**src/rtl/motor_ctrl_pkg.sv**
```systemverilog
// Shared types for the line-following drive controller:
// FSM state encodings, sensor decode classes and wheel direction values.
package motor_ctrl_pkg;

    typedef enum logic [2:0] {
        ST_IDLE       = 3'd0,
        ST_FORWARD    = 3'd1,
        ST_TURN_LEFT  = 3'd2,
        ST_TURN_RIGHT = 3'd3,
        ST_SEARCH     = 3'd4,
        ST_STOP       = 3'd5
    } state_t;

    typedef enum logic [2:0] {
        DEC_FWD,
        DEC_LEFT,
        DEC_RIGHT,
        DEC_HOLD,
        DEC_LOST
    } dec_t;

    localparam logic DIR_FWD = 1'b1;
    localparam logic DIR_REV = 1'b0;

    localparam logic [2:0] SNS_CENTRE  = 3'b010;
    localparam logic [2:0] SNS_ALL     = 3'b111;
    localparam logic [2:0] SNS_LEFT_C  = 3'b110;
    localparam logic [2:0] SNS_LEFT    = 3'b100;
    localparam logic [2:0] SNS_RIGHT_C = 3'b011;
    localparam logic [2:0] SNS_RIGHT   = 3'b001;
    localparam logic [2:0] SNS_SPLIT   = 3'b101;

    function automatic dec_t decode(input logic [2:0] s);
        dec_t d;
        case (s)
            SNS_CENTRE, SNS_ALL:    d = DEC_FWD;
            SNS_LEFT_C, SNS_LEFT:   d = DEC_LEFT;
            SNS_RIGHT_C, SNS_RIGHT: d = DEC_RIGHT;
            SNS_SPLIT:              d = DEC_HOLD;
            default:                d = DEC_LOST;
        endcase
        return d;
    endfunction

endpackage

```
**src/rtl/duty_ramp.sv**
```systemverilog
// Per-wheel slew limiter: moves duty toward a target by at most STEP per
// tick and only reverses direction once duty has reached zero.
// Ports: clk, reset (async, high), tick, tgt_duty/tgt_dir in; duty/dir out.
module duty_ramp #(
    parameter int STEP = 16
) (
    input  logic       clk,
    input  logic       reset,
    input  logic       tick,
    input  logic [9:0] tgt_duty,
    input  logic       tgt_dir,
    output logic [9:0] duty,
    output logic       dir
);
    import motor_ctrl_pkg::*;

    localparam logic [10:0] STEP11 = 11'(STEP);

    logic [10:0] cur;
    logic [10:0] eff;
    logic [10:0] up;
    logic [10:0] dn;
    logic [9:0]  nxt;

    // A pending reversal first drives the wheel down to zero.
    always_comb begin
        cur = {1'b0, duty};
        eff = (tgt_dir != dir) ? 11'd0 : {1'b0, tgt_duty};
        up  = cur + STEP11;
        dn  = cur - STEP11;
        nxt = duty;
        if (cur < eff) begin
            nxt = (up > eff) ? eff[9:0] : up[9:0];
        end else if (cur > eff) begin
            nxt = (cur < STEP11 || dn < eff) ? eff[9:0] : dn[9:0];
        end
    end

    always_ff @(posedge clk or posedge reset) begin
        if (reset) begin
            duty <= '0;
            dir  <= DIR_FWD;
        end else if (tick) begin
            if (tgt_dir != dir && duty == 10'd0) begin
                dir <= tgt_dir;
            end else begin
                duty <= nxt;
            end
        end
    end

endmodule

```
**src/rtl/motor_ramp_ctrl.sv**
```systemverilog
// Line-following drive controller: sensor-decoded FSM with line-loss
// search, feeding two slew-limited wheel duty/direction channels.
// Ports: clk, reset (async, high), enable, sensor[2:0] in;
//        left/right_duty[9:0], left/right_dir, state[2:0] out.
module motor_ramp_ctrl #(
    parameter int TICK_DIV     = 100000,
    parameter int STEP         = 16,
    parameter int V_FWD        = 1023,
    parameter int V_SLOW       = 800,
    parameter int V_SPIN       = 700,
    parameter int LOST_TICKS   = 200,
    parameter int SEARCH_TICKS = 2000
) (
    input  logic       clk,
    input  logic       reset,
    input  logic       enable,
    input  logic [2:0] sensor,
    output logic [9:0] left_duty,
    output logic [9:0] right_duty,
    output logic       left_dir,
    output logic       right_dir,
    output logic [2:0] state
);
    import motor_ctrl_pkg::*;

    localparam int TW = (TICK_DIV > 1) ? $clog2(TICK_DIV) : 1;
    localparam int LW = $clog2(LOST_TICKS + 1);
    localparam int SW = $clog2(SEARCH_TICKS + 1);

    localparam logic [9:0] D_FWD  = 10'(V_FWD);
    localparam logic [9:0] D_SLOW = 10'(V_SLOW);
    localparam logic [9:0] D_SPIN = 10'(V_SPIN);

    logic [TW-1:0] tick_cnt;
    logic          tick;
    state_t        st;
    logic [LW-1:0] lost_cnt;
    logic [SW-1:0] search_cnt;
    logic          last_turn;
    dec_t          dec;

    logic [9:0] l_tgt;
    logic [9:0] r_tgt;
    logic       l_tdir;
    logic       r_tdir;

    assign tick  = (tick_cnt == TW'(TICK_DIV - 1));
    assign dec   = decode(sensor);
    assign state = st;

    always_ff @(posedge clk or posedge reset) begin
        if (reset) begin
            tick_cnt <= '0;
        end else if (tick) begin
            tick_cnt <= '0;
        end else begin
            tick_cnt <= tick_cnt + 1'b1;
        end
    end

    always_ff @(posedge clk or posedge reset) begin
        if (reset) begin
            st         <= ST_IDLE;
            lost_cnt   <= '0;
            search_cnt <= '0;
            last_turn  <= 1'b0;
        end else if (tick) begin
            if (!enable) begin
                st         <= ST_IDLE;
                lost_cnt   <= '0;
                search_cnt <= '0;
            end else begin
                case (st)
                    ST_IDLE: begin
                        lost_cnt <= '0;
                        case (dec)
                            DEC_FWD: st <= ST_FORWARD;
                            DEC_LEFT: begin
                                st        <= ST_TURN_LEFT;
                                last_turn <= 1'b0;
                            end
                            DEC_RIGHT: begin
                                st        <= ST_TURN_RIGHT;
                                last_turn <= 1'b1;
                            end
                            default: ;
                        endcase
                    end
                    ST_STOP: ;
                    default: begin
                        case (dec)
                            DEC_FWD: begin
                                st       <= ST_FORWARD;
                                lost_cnt <= '0;
                            end
                            DEC_LEFT: begin
                                st        <= ST_TURN_LEFT;
                                last_turn <= 1'b0;
                                lost_cnt  <= '0;
                            end
                            DEC_RIGHT: begin
                                st        <= ST_TURN_RIGHT;
                                last_turn <= 1'b1;
                                lost_cnt  <= '0;
                            end
                            DEC_HOLD: begin
                                lost_cnt <= '0;
                                if (st == ST_SEARCH) st <= ST_FORWARD;
                            end
                            default: begin
                                if (st == ST_SEARCH) begin
                                    if (search_cnt == SW'(SEARCH_TICKS - 1))
                                        st <= ST_STOP;
                                    else
                                        search_cnt <= search_cnt + 1'b1;
                                end else if (lost_cnt == LW'(LOST_TICKS - 1)) begin
                                    st         <= ST_SEARCH;
                                    lost_cnt   <= '0;
                                    search_cnt <= '0;
                                end else begin
                                    lost_cnt <= lost_cnt + 1'b1;
                                end
                            end
                        endcase
                    end
                endcase
            end
        end
    end

    // Targets follow the registered state, so the ramp lags a transition
    // by one tick.
    always_comb begin
        l_tgt  = '0;
        r_tgt  = '0;
        l_tdir = left_dir;
        r_tdir = right_dir;
        case (st)
            ST_FORWARD: begin
                l_tgt  = D_FWD;
                r_tgt  = D_FWD;
                l_tdir = DIR_FWD;
                r_tdir = DIR_FWD;
            end
            ST_TURN_LEFT: begin
                l_tgt  = D_SLOW;
                r_tgt  = D_FWD;
                l_tdir = DIR_FWD;
                r_tdir = DIR_FWD;
            end
            ST_TURN_RIGHT: begin
                l_tgt  = D_FWD;
                r_tgt  = D_SLOW;
                l_tdir = DIR_FWD;
                r_tdir = DIR_FWD;
            end
            ST_SEARCH: begin
                l_tgt  = D_SPIN;
                r_tgt  = D_SPIN;
                l_tdir = last_turn ? DIR_FWD : DIR_REV;
                r_tdir = last_turn ? DIR_REV : DIR_FWD;
            end
            default: ;
        endcase
    end

    duty_ramp #(.STEP(STEP)) u_left (
        .clk      (clk),
        .reset    (reset),
        .tick     (tick),
        .tgt_duty (l_tgt),
        .tgt_dir  (l_tdir),
        .duty     (left_duty),
        .dir      (left_dir)
    );

    duty_ramp #(.STEP(STEP)) u_right (
        .clk      (clk),
        .reset    (reset),
        .tick     (tick),
        .tgt_duty (r_tgt),
        .tgt_dir  (r_tdir),
        .duty     (right_duty),
        .dir      (right_dir)
    );

endmodule
```
**config.mk**
```make
export PLATFORM = sky130hd
export DESIGN_NAME = motor_ramp_ctrl
export DESIGN_NICKNAME = d
export VERILOG_FILES = /design/src/rtl/motor_ctrl_pkg.sv /design/src/rtl/duty_ramp.sv /design/src/rtl/motor_ramp_ctrl.sv
export SDC_FILE = /design/constraint.sdc
export NUM_CORES = 1
export LEC_CHECK = 0
export ABC_AREA = 1
export CAP_MARGIN = 20
export CORE_MARGIN = 3
export CORE_UTILIZATION = 55
export CTS_CLUSTER_DIAMETER = 150
export DETAILED_ROUTE_END_ITERATION = 12
export PLACE_DENSITY = 0.77
export REMOVE_ABC_BUFFERS = 1
export SETUP_SLACK_MARGIN = 0.1
export SLEW_MARGIN = 15
export SYNTH_ARGS = -nofsm -noshare
export SYNTH_HDL_FRONTEND = slang
export SYNTH_SLANG_ARGS = --single-unit
```
**constraint.sdc**
```tcl
create_clock -name clk -period 2.9 [get_ports clk]
set_clock_uncertainty 0.05 [all_clocks]
set_input_delay 0.435 -clock clk [delete_from_list [all_inputs] [get_ports clk]]
set_output_delay 0.435 -clock clk [all_outputs]
set_load 0.02 [all_outputs]
```
# ---- Word level (Yosys, flattened, before mapping)
# Index checks and enable logic that the tools add are counted.
dict set report classes {
  n_reduce_logical 27
  addsub 7
  mux 38
  bitwise 3
  n_lt_le_gt_ge 10
  eq_ne 30
}
# op count
set op_table {}
lappend op_table {{two-way mux 10 bit} 10}
lappend op_table {{two-way mux 11 bit} 6}
lappend op_table {{case mux 10 bit (3 select lines)} 2}
lappend op_table {{two-way mux 8 bit} 4}
lappend op_table {{case mux 3 bit (4 select lines)} 2}
lappend op_table {{adder 10 x 5 -> 11 bit (second input constant)} 2}
lappend op_table {{greater-than comparator 10 x 11 -> 1 bit} 2}
lappend op_table {{greater-than comparator 11 bit} 2}
lappend op_table {{less-than comparator 10 x 11 -> 1 bit} 2}
lappend op_table {{less-than comparator 11 bit} 2}
lappend op_table {{subtractor 10 x 5 -> 11 bit (second input constant)} 2}
lappend op_table {{logical NOT 10 bit} 2}
lappend op_table {{less-than comparator 10 x 5 -> 1 bit (second input constant)} 2}
lappend op_table {{equality test 3 x 2 -> 1 bit (second input constant)} 6}
lappend op_table {{equality test 3 bit (second input constant)} 6}
lappend op_table {{adder 17 x 1 -> 17 bit (second input constant)} 1}
lappend op_table {{equality test 17 bit (second input constant)} 1}
lappend op_table {{two-way mux 17 bit} 1}
lappend op_table {{case mux 8 bit (2 select lines)} 1}
lappend op_table {{two-way mux 3 bit} 5}
lappend op_table {{OR reduction 2 bit} 6}
lappend op_table {{adder 11 x 1 -> 11 bit (second input constant)} 1}
lappend op_table {{equality test 11 bit (second input constant)} 1}
lappend op_table {{equality test 3 x 1 -> 1 bit (second input constant)} 3}
lappend op_table {{other kinds (26)} 43}
dict set report totals {
  wordCells 124
  reg_bits 62
  output_inout_bits 25
}

# ---- Longest topological paths before layout
# Gate-level depths: netlist of run 1.
dict set report logic_depth {
  ltp_word 10
  depth_mapped 26
  mapped_depth_nobuf 26
}

# ---- Hierarchy
# Synthesis of run 1 repeated with hierarchy kept, for this count alone.
dict set report unflattened {
  hier_cells 917
  area_unflattened_um2 6118.4
}
# mod cells_each instances area_per_inst_um2
set modules_own_cells {}
lappend modules_own_cells {motor_ramp_ctrl 402 1 2855.2}
lappend modules_own_cells {{duty_ramp (u_right)} 258 1 1664.1}
lappend modules_own_cells {{duty_ramp (u_left)} 257 1 1599.0}

# ---- Worst setup path before layout of run 1
# No wires, ideal clock.
dict set report synth_timing {
  path_type {reg-to-reg}
  start {register st[1], in the netlist state[1]}
  end {register u_right.duty[4]}
  stages_incl_launch_ff 18
  path_buffers 0
  path_slack_ns -0.066
  arrival_ns 2.796
  cell_sequence {dfrtp_1 > inv_1 > nand2_4 > nand3_4 > inv_2 > nand2_1 > inv_1 > a21oi_1 > ha_1 > or2_2 > nand2_1 > o211ai_2 > nand2_1 > inv_1 > nor2_4 > nand3_2 > nor2_2 > nor2_1}
}
dict set report synth_between {
  elab_chain_len 10
  word_cells_on_any_way 23
  classes_between {order compare: 4; eq/ne: 5; mux: 7; bitwise: 1; reduce/logical: 6}
}
# element line_no
set synth_lines {}
lappend synth_lines {{start, declared} motor_ramp_ctrl.sv:36} ;# state_t st;
lappend synth_lines {{start signal, assigned} motor_ramp_ctrl.sv:63} ;# st <= ST_IDLE;
lappend synth_lines {{start signal, assigned} motor_ramp_ctrl.sv:69} ;# st <= ST_IDLE;
lappend synth_lines {{start signal, assigned} motor_ramp_ctrl.sv:77} ;# DEC_FWD: st <= ST_FORWARD;
lappend synth_lines {{equality test 3 x 2 -> 1 bit / equality test 3 x 1 -> 1 bit (equally long branches)} motor_ramp_ctrl.sv:138} ;# case (st)
lappend synth_lines {{OR reduction 3 bit (no line)} --}
lappend synth_lines {{case mux 1 bit (2 select lines)} motor_ramp_ctrl.sv:138}
lappend synth_lines {{inequality test 1 bit} {duty_ramp.sv:28, duty_ramp.sv:44}}
lappend synth_lines {{two-way mux 10 bit} duty_ramp.sv:28} ;# eff = (tgt_dir != dir) ? 11'd0 : {1'b0, tgt_duty};
lappend synth_lines {{less-than comparator 11 bit} duty_ramp.sv:35} ;# nxt = (cur < STEP11 || dn < eff) ? eff[9:0] : dn[9:0];
lappend synth_lines {{logical OR 1 bit} duty_ramp.sv:35}
lappend synth_lines {{two-way mux 10 bit} duty_ramp.sv:35}
lappend synth_lines {{two-way mux 10 bit} duty_ramp.sv:34} ;# end else if (cur > eff) begin
lappend synth_lines {{two-way mux 10 bit} duty_ramp.sv:32} ;# if (cur < eff) begin
lappend synth_lines {{end signal, assigned} duty_ramp.sv:47} ;# duty <= nxt;
lappend synth_lines {{end, declared} duty_ramp.sv:12} ;# output logic [9:0] duty,
# Several ways; a longest one is shown, not always the timed one. The select of a mux whose other input is x is not followed.
# A chain may end at the register's enable or synchronous reset.

# ---- Final worst setup path of run 1
# Ends and elaborated chain as after synthesis.

==> results of run 1 <==
-- per-layer routing --
layer / track usage [%] / vias up
li1: - / 2707
met1: 33.9 / 2753
met2: 49.1 / 342
met3: 5.67 / 114
met4: 10.1 / 0
met5: 0 / -
-- final cells by class --
class                      count  area share, %
multi-input combinational    576           55.1
sequential                    58           20.6
timing repair buffer          97           12.2
inverter                     129           7.27
tap                          129           2.29
clock buffer                  11           2.01
clock inverter                 5          0.426
-- timing repair --
action / 4_1_cts / 5_1_grt
pin swaps: 40 / 49
gates cloned: 0 / 0
buffers inserted: 21 / 8
gates resized for setup: 92 / 76
setup endpoints to repair: 16 / 16
-- registers in the layout, summed over array words and instances, names as in the netlist --
register	count
u_right.duty	8
search_cnt	11
tick_cnt	17
u_left.dir	1
u_left.duty	8
u_right.dir	1
state	3
lost_cnt	8
last_turn	1
-- stage by stage --
| step | power, mW | TNS (ns) | worst slack [ns] |
|---|---|---|---|
| 6_report | 2.05 | -2.03 | -0.214 |
| 5_1_grt | 2.12 | -4.40 | -0.325 |
| 4_1_cts | 1.95 | 0 | 0.0550 |
| 3_5_place_dp | 1.17 | -1.46 | -0.190 |
| 3_3_place_gp | 1.16 | -0.362 | -0.0778 |
| 2_1_floorplan | 1.06 | -0.246 | -0.0663 |
-- cell usage after synthesis, types with 2 or more instances --
| master | instances | area (um2) |
|---|---|---|
| buf_4 | 6 | 45.0 |
| dfrtp_1 | 56 | 1400 |
| nand3_2 | 11 | 110 |
| dfstp_2 | 2 | 52.6 |
| nor2_2 | 8 | 50.1 |
| nor2_4 | 5 | 56.3 |
| nand2_1 | 186 | 698 |
| inv_1 | 117 | 439 |
| xor2_1 | 15 | 131 |
| inv_2 | 12 | 45.0 |
| a31oi_1 | 4 | 25.0 |
| o21bai_1 | 4 | 30.0 |
| buf_2 | 2 | 10.0 |
| nor2_1 | 74 | 278 |
| a311oi_1 | 2 | 17.5 |
| o21a_1 | 2 | 15.0 |
| nor4_1 | 2 | 12.5 |
| nand3_4 | 4 | 70.1 |
| nor3b_1 | 2 | 15.0 |
| nand4_1 | 19 | 119 |
| nand2_2 | 14 | 87.6 |
| nand3b_1 | 2 | 15.0 |
| a21boi_0 | 2 | 15.0 |
| or2_2 | 2 | 12.5 |
| o21ai_0 | 27 | 135 |
| nand2_4 | 3 | 33.8 |
| ha_1 | 42 | 526 |
| nand3_1 | 76 | 380 |
| a21oi_1 | 32 | 160 |
| o21ai_1 | 4 | 20.0 |
| a21o_1 | 3 | 22.5 |
| nor3_1 | 18 | 90.1 |
-- worst max-delay path, stage by stage (launching register included) --
cell	delay (ns)
dfrtp_1	0.43
nor2_2	0.17
nand2_2	0.11
inv_2	0.09
nand2_2	0.07
nand2_2	0.08
nand2_2	0.06
nand2_4	0.09
a21oi_4	0.08
buf_6	0.13
ha_4	0.27
inv_4	0.04
nand2_2	0.07
nand2_2	0.10
a21oi_2	0.21
nand3_2	0.10
nand2_1	0.10
nand2_1	0.09
nand2_2	0.11
nand2_4	0.11
nand3_4	0.10
nand2_1	0.09
nand2_1	0.08
o21ai_2	0.07
nor2_1	0.14
-- path summary, 6_finish.rpt --
| path | from | end | slack, ns | cells past startpoint |
|---|---|---|---|---|
| worst max-delay path | state[1] | u_right.duty[4] | -0.21 | 24 |
| worst min-delay path | reset | search_cnt[4] | 0.41 | 2 |
| worst max register to register | state[1] | u_right.duty[4] | -0.21 | 24 |
| worst min register to register | tick_cnt[0] | tick_cnt[0] | 0.42 | 1 |
| max in group asynchronous | reset | tick_cnt[10] | 1.70 | 3 |
| min in group clk | tick_cnt[0] | tick_cnt[0] | 0.42 | 1 |
-- power by group through the flow --
| stage | Clock [mW] | Sequential (mW) | Combinational, mW |
|---|---|---|---|
| after floorplan | 0 | 0.842 | 0.219 |
| after global placement | 0 | 0.838 | 0.325 |
| after detailed placement | 0 | 0.839 | 0.335 |
| after CTS | 0.682 | 0.823 | 0.449 |
| after global routing | 0.712 | 0.825 | 0.585 |
| final | 0.676 | 0.825 | 0.552 |
-- logic make-up after synthesis --
logic type | after synthesis | synth area share (%)
AO/OA/AOI/OAI | 88 | 9.87
AND/OR/NAND/NOR | 430 | 39.4
buffers and inverters | 138 | 10.5
flip-flops | 58 | 27.6
adder cells (fa/ha/maj) | 42 | 9.99
XOR/XNOR | 16 | 2.66
==> impl_metrics.toml, run 1 <==
[cells_and_area]
final_nets = 919
nFillCells = 630
drive_gt1_share_pct = 29.1
design_area_um2 = 7040
final_core_util_pct = 75.8
multi_input_area_um2 = 3880
regArea_um2 = 1450
num_antenna_cells = 0
final_common_cell = "nand2_1"
fin_cells = 1005
syn2layout_area_growth_pct = 33.8
final_cell_mix = "nand2_1, inv_1, nor2_1"

[routing]
via_count = 5916
wl_met3_um = 1430
wl_met1_um = 6440
via_per_inst = 5.89
ant_nets = 0
top_layer_used = "met4"
first_pass_iters = 8
dr_wl_met2_um = 8350
drtIter0Drc = 491
route.detailed.wl_per_inst_um = 17.0
drt-total-wl_um = 17000
drc = 0

[yosys]
ys_async_sr_fraction_pct = 100
seq_area_frac_synth_pct = 27.6
avgSynthCellArea_um2 = 6.82
ys_types = 46
synth_edf_count = 0
yosys_warnings = 0
yosys_register_bits = 58
syn-cell-area_um2 = 5260
syn_inst = 772
yosys_most_used_dff = "dfrtp_1"

[power]
p_seq_share_pct = 40.2
power.density_nw_per_um2 = 291
peakVddDrop_mv = 0.264
power_leakage_nw = 3.55
p_int_mw = 1.38
netSwitchingPower_uw = 674
combPwrFrac_pct = 26.9
p_clk_share_pct = 32.9
switching_share_pct = 32.9

[floorplanning]
pin_count = 31
die_y_um = 104
core_area_um2 = 9280
initial_utilization_pct = 56.7
dieArea_um2 = 10800
fp.dieW_um = 104
rows = 35

[timing]
worst_slew_pin_slew_ns = 0.551
holdWs_ns = 0.415
fin_crit_sh_pct = 107
setup_violations = 16
hold_viol_final = 0
fmax_mhz = 321
slew_violations = 0
slew_headroom_pct = 62.8
min_period_ns = 3.11
worst_slack_ns = -0.214
rsz0062_at_grt = "true"

[worst_hold_path]
hold_class = "input pin to async pin"

[clock_network]
cts_tree = "yes"
numCtsBuffers = 9
postCtsHoldBufs = 0
cts_root_buf = "clkbuf_8"
insertion_delay_ns = 0.35
max-clock-path-buffers = 2
htree_levels = 3
clkTransAtPathRegs_ns = 0.07
cts_sinks = 58

[worst_setup_path]
cp.required_ns = 3.10
worst_setup_path_end_kind = "register"
cp_data_arrival_time_ns = 3.32
start_kind = "register"
critical_path.max_fanout = 7
worstSetupPathType = "register to register"

[global_route]
grt_pass1_wl_um = 25400
grt.overflow.total = 0
grt_use_total_pct = 28.0
grt_max_degree = 27
antenna_found_initial = 0
first_global_vias = 5553

[status]
status = "finished with violations"
violations = "setup timing"

[place]
numPortBuffers = 30
dp.cells = 960
place_congestion = 0.979
placed_cell_area_um2 = 5940
dp_hpwl_um = 10700

[flow_run]
drv_cap = 0
No activity file was read; power rests on OpenSTA's default activity.
==> run 2, diff against run 1 <==
Settings changed: CORE_UTILIZATION 55 to 56, PLACE_DENSITY 0.77 to 0.78, REMOVE_ABC_BUFFERS 1 to unset, SYNTH_HIERARCHICAL set to 1.
==> impl_metrics.toml, run 2 <==
[cells_and_area]
num_antenna_cells = 0
final_cell_mix = "nand2_1, inv_1, nand3_1"
fin_cells = 1152
top_register = "tick_cnt"
nFillCells = 756
final_core_util_pct = 77.1
syn2layout_area_growth_pct = 31.9
final_common_cell = "nand2_1"
final_nets = 1071
reg_top3 = "tick_cnt (17), search_cnt (11)"
drive_gt1_share_pct = 27.8
largest_reg_flops = 17

[timing]
hold_viol_final = 0
slew_violations = 0
fin_crit_sh_pct = 109
worst_slew_pin_slew_ns = 0.518
min_period_ns = 3.15
slew_headroom_pct = 65.3
worst_slack_ns = -0.254
setup_violations = 20
rsz0062_at_grt = "true"
fmax_mhz = 317
setup_tns_ns = -4.07

[yosys]
synthTopCellsByArea = "dfrtp_1, nand2_1, ha_1"
syn_inst = 917
yosys.cell_count.top_type = "nand2_1"
syn-cell-area_um2 = 6120
yosys_most_used_dff = "dfrtp_1"
synth_common_cells = "nand2_1, inv_1, nand3_1"
synth_edf_count = 0
avgSynthCellArea_um2 = 6.67
ys_async_sr_fraction_pct = 100
yosys.area.top_type_share_pct = 24.5
mappedNetlistNets = 977
yosys_warnings = 6
yosys.area.top_type = "dfrtp_1"
yosys_register_bits = 62
seq_area_frac_synth_pct = 25.4
ys_types = 43

[place]
numPortBuffers = 30
place_congestion = 0.976
dp.cells = 1122
dp_hpwl_um = 12000
place_ws_ns = -0.271

[power]
power_mw = 2.70
peakVddDrop_mv = 0.258
p_clk_share_pct = 33.1
netSwitchingPower_uw = 951
p_seq_share_pct = 32.2
switching_share_pct = 35.2
power_leakage_nw = 4.07
p_int_mw = 1.75
power.density_nw_per_um2 = 335
combPwrFrac_pct = 34.7

[global_route]
grt_max_degree = 41
first_global_vias = 5941
grt_pass1_wl_um = 27500
grt.overflow.total = 0
antenna_found_initial = 0
grt_use_total_pct = 26.5

[worst_hold_path]
hold_class = "input pin to async pin"

[floorplanning]
initial_utilization_pct = 58.5
die_y_um = 111
fp.dieW_um = 111
dieArea_um2 = 12200
rows = 37
core_area_um2 = 10500
pin_count = 31

[clock_network]
htree_levels = 3
cts_tree = "yes"
clkTransAtPathRegs_ns = 0.08
insertion_delay_ns = 0.35
numCtsBuffers = 9
max-clock-path-buffers = 2
postCtsHoldBufs = 0
cts_sinks = 62
cts_root_buf = "clkbuf_8"

[status]
status = "finished with violations"
violations = "setup timing"

[routing]
drc = 0
drt-total-wl_um = 17400
first_pass_iters = 7
ant_nets = 0
via_count = 6358
route.detailed.wl_per_inst_um = 15.1
drtIter0Drc = 463
via_per_inst = 5.52

[worst_setup_path]
worstSetupPathType = "register to register"
crit_path_cell_trace = "nor2_4, nor2_2, nor2_4, inv_2, nor2_2, a21oi_2, or2_1, nand2_2, clkinv_4, buf_6, nand2_4, ha_4, a21oi_2, o21a_1, nand3_4, a21oi_4, nand3_2, nand2_1, nand2_1"
max_stage_delay_ns = 0.43
cp.required_ns = 3.09
crit_buf_inv = 3
worst_setup_path_end_kind = "register"
start_kind = "register"
cp_data_arrival_time_ns = 3.34
r2r_setup_slack_ns = -0.25
critPathSlowestCell = "dfrtp_2"
critPathTopFamily = "simple AND/OR/NAND/NOR gates"
critical_path.max_fanout = 8

[flow_run]
drv_cap = 0
[run 2: logic make-up after synthesis]
group	synth area share [%]
simple gates	45.1
buf+inv	10.3
flops	25.4
compound gates	5.03
fa+ha+maj	11.0
xor+xnor	3.15
[run 2: final timing paths]
| check | startpoint | endpoint | depth (start not counted) |
|---|---|---|---|
| setup reg to reg | state[0] | u_left/duty[3] | 19 |
| max in group asynchronous | reset | state[0] | 3 |
| setup / recovery | state[0] | u_left/duty[3] | 19 |
| min in group clk | tick_cnt[14] | tick_cnt[14] | 1 |
| hold reg to reg | tick_cnt[14] | tick_cnt[14] | 1 |
| hold / removal | reset | u_left/duty[6] | 2 |
[run 2: per-layer routing]
| layer | share of wire (%) | GRT usage, % | vias to the layer above |
|---|---|---|---|
| met4 | 2.6 | 7.80 | 0 |
| met1 | 44 | 35.6 | 2947 |
| li1 | - | - | 3134 |
| met5 | 0 | 0 | - |
| met2 | 48 | 44.7 | 236 |
| met3 | 5.8 | 3.34 | 41 |
[run 2: final cells by class]
cell class,count,area (um2),share of cell area [%]
Inverter,134,519,6.44
Timing Repair Buffer,99,885,11.0
Clock buffer,10,138,1.71
Sequential cell,62,1560,19.3
Multi-Input combinational cell,705,4710,58.3
Tap cell,136,170,2.11
Clock inverter,6,93.8,1.16
[run 2: power groups by stage]
stage	combinational, mW	sequential, mW	clock, mW
2_1_floorplan	0.499	0.891	0
3_3_place_gp	0.692	0.886	0
3_5_place_dp	0.706	0.886	0
4_1_cts	0.776	0.869	0.911
5_1_grt	1.02	0.869	0.951
6_report	0.937	0.869	0.893
[run 2: repair_timing]
action | in CTS | in global routing
setup endpoints to repair | 20 | 20
resized for setup | 34 | 95
pin swaps | 14 | 35
buffers inserted | 8 | 6
[run 2: through the flow]
step	cell area, um2	hold slack (ns)
6_report	8070	0.430
5_1_grt	8070	0.456
4_1_cts	7580	0.432
3_5_place_dp	7120	0.441
3_3_place_gp	7120	0.432
2_1_floorplan	6370	0.237
==> run 3, diff against run 2 <==
Settings changed: REMOVE_ABC_BUFFERS set to 1.
==> impl_metrics.toml, run 3 (same netlist as run 2, synthesis figures left out) <==
[cells_and_area]
reg_top3 = "tick_cnt (17), search_cnt (11)"
top_register = "tick_cnt"
drive_gt1_share_pct = 21.9
final_common_cell = "nand2_1"
largest_reg_flops = 17
nFillCells = 835
syn2layout_area_growth_pct = 23.1
final_cell_mix = "nand2_1, inv_1, nand3_1"
final_core_util_pct = 72.0
final_nets = 1064
num_antenna_cells = 0

[worst_setup_path]
crit_path_cell_trace = "nor2_4, nor2_2, nor2_2, inv_2, nor2_2, a21oi_2, or2_1, and2_4, buf_12, nand2_2, ha_4, a21oi_2, o21ai_1, nand2_1, nand2_2, a21oi_4, buf_6, nand3_2, nand2_1, nand2_1"
critPathSlowestCell = "dfrtp_1"
crit_buf_inv = 3
cp.required_ns = 3.09
start_kind = "register"
critical_path.max_fanout = 6
critPathTopFamily = "simple AND/OR/NAND/NOR gates"
cp_data_arrival_time_ns = 3.23
worstSetupPathType = "register to register"
worst_setup_path_end_kind = "register"
max_stage_delay_ns = 0.42

[clock_network]
cts_root_buf = "clkbuf_8"
insertion_delay_ns = 0.35
numCtsBuffers = 9
clkTransAtPathRegs_ns = 0.08
postCtsHoldBufs = 0
cts_tree = "yes"
htree_levels = 3
cts_sinks = 62
max-clock-path-buffers = 2

[floorplanning]
die_y_um = 111
initial_utilization_pct = 58.5
dieArea_um2 = 12200
rows = 37
pin_count = 31
fp.dieW_um = 111
core_area_um2 = 10500

[routing]
drc = 0
first_pass_iters = 5
drt-total-wl_um = 15600
ant_nets = 0
via_count = 6142
drtIter0Drc = 493
via_per_inst = 5.36
route.detailed.wl_per_inst_um = 13.7

[power]
power.density_nw_per_um2 = 327
power_leakage_nw = 3.95
peakVddDrop_mv = 0.251

[global_route]
grt_max_degree = 21
use_met1_pct = 35.8
grt-busiest-layer = "met2"
grt_pass1_wl_um = 26800
first_global_vias = 5743
use_met2_pct = 40.9
gr-usage-met3_pct = 4.71
grt.overflow.total = 0
grt_use_total_pct = 25.8
antenna_found_initial = 0

[timing]
rsz0062_at_grt = "true"
holdWs_ns = 0.445
min_period_ns = 3.04
slew_violations = 0
setup_violations = 20
fmax_mhz = 329
worst_slew_pin_slew_ns = 0.733
slew_headroom_pct = 51.1
fin_crit_sh_pct = 105
worst_slack_ns = -0.136
hold_viol_final = 0

[status]
violations = "setup timing"
status = "finished with violations"

[place]
place_congestion = 0.995
dp_hpwl_um = 11900
numPortBuffers = 30
place_ws_ns = -0.246

[worst_hold_path]
hold_class = "register to register"

[flow_run]
drv_cap = 0
==> run 3: cell type report <==
| type | count | area [um2] | area share (%) |
|---|---|---|---|
| Clock buffer | 10 | 138 | 1.83 |
| Clock inverter | 6 | 70.1 | 0.930 |
| Inverter | 134 | 514 | 6.83 |
| Multi-Input combinational cell | 705 | 4270 | 56.7 |
| Sequential cell | 62 | 1550 | 20.6 |
| Tap cell | 136 | 170 | 2.26 |
| Timing Repair Buffer | 92 | 817 | 10.8 |
==> run 3: timing repair <==
item,in CTS,in global routing
setup endpoints to repair,20,20
setup buffers,2,4
resized for setup,69,15
pin swaps,17,15
==> run 3: worst paths after layout <==
kind | from | end | slack [ns] | cells past startpoint
setup / recovery | state[1] | u_right/duty[1] | -0.14 | 20
hold / removal | tick_cnt[14] | tick_cnt[14] | 0.44 | 1
setup reg to reg | state[1] | u_right/duty[1] | -0.14 | 20
hold reg to reg | tick_cnt[14] | tick_cnt[14] | 0.44 | 1
max in group asynchronous | reset | search_cnt[0] | 1.55 | 3
min in group asynchronous | reset | u_left/duty[8] | 0.45 | 2
==> run 3: metrics by stage <==
step           instances  total power [mW]  area (um2)  setup TNS, ns
2_1_floorplan        901              1.31        5990         -10.41
3_3_place_gp        1123              1.53        6910          -2.20
3_5_place_dp        1123              1.54        6910          -3.79
4_1_cts             1141              2.43        7440              0
5_1_grt             1145              2.61        7530          -5.74
6_report            1145              2.46        7530          -1.71
==> run 3: power breakdown <==
part | leakage (nW) | switching (mW) | internal (mW) | total (mW)
Combinational | 3.03 | 0.478 | 0.310 | 0.788
Clock | 0.0951 | 0.384 | 0.424 | 0.808
Sequential | 0.817 | 0.00246 | 0.866 | 0.869
Total | 3.95 | 0.864 | 1.60 | 2.46
==> run 3: per-layer routing <==
| metal | part of all wire [%] | routed length, um |
|---|---|---|
| met3 | 6.2 | 975 |
| met5 | 0 | 0 |
| met4 | 2.0 | 310 |
| met2 | 46 | 7220 |
| met1 | 46 | 7140 |
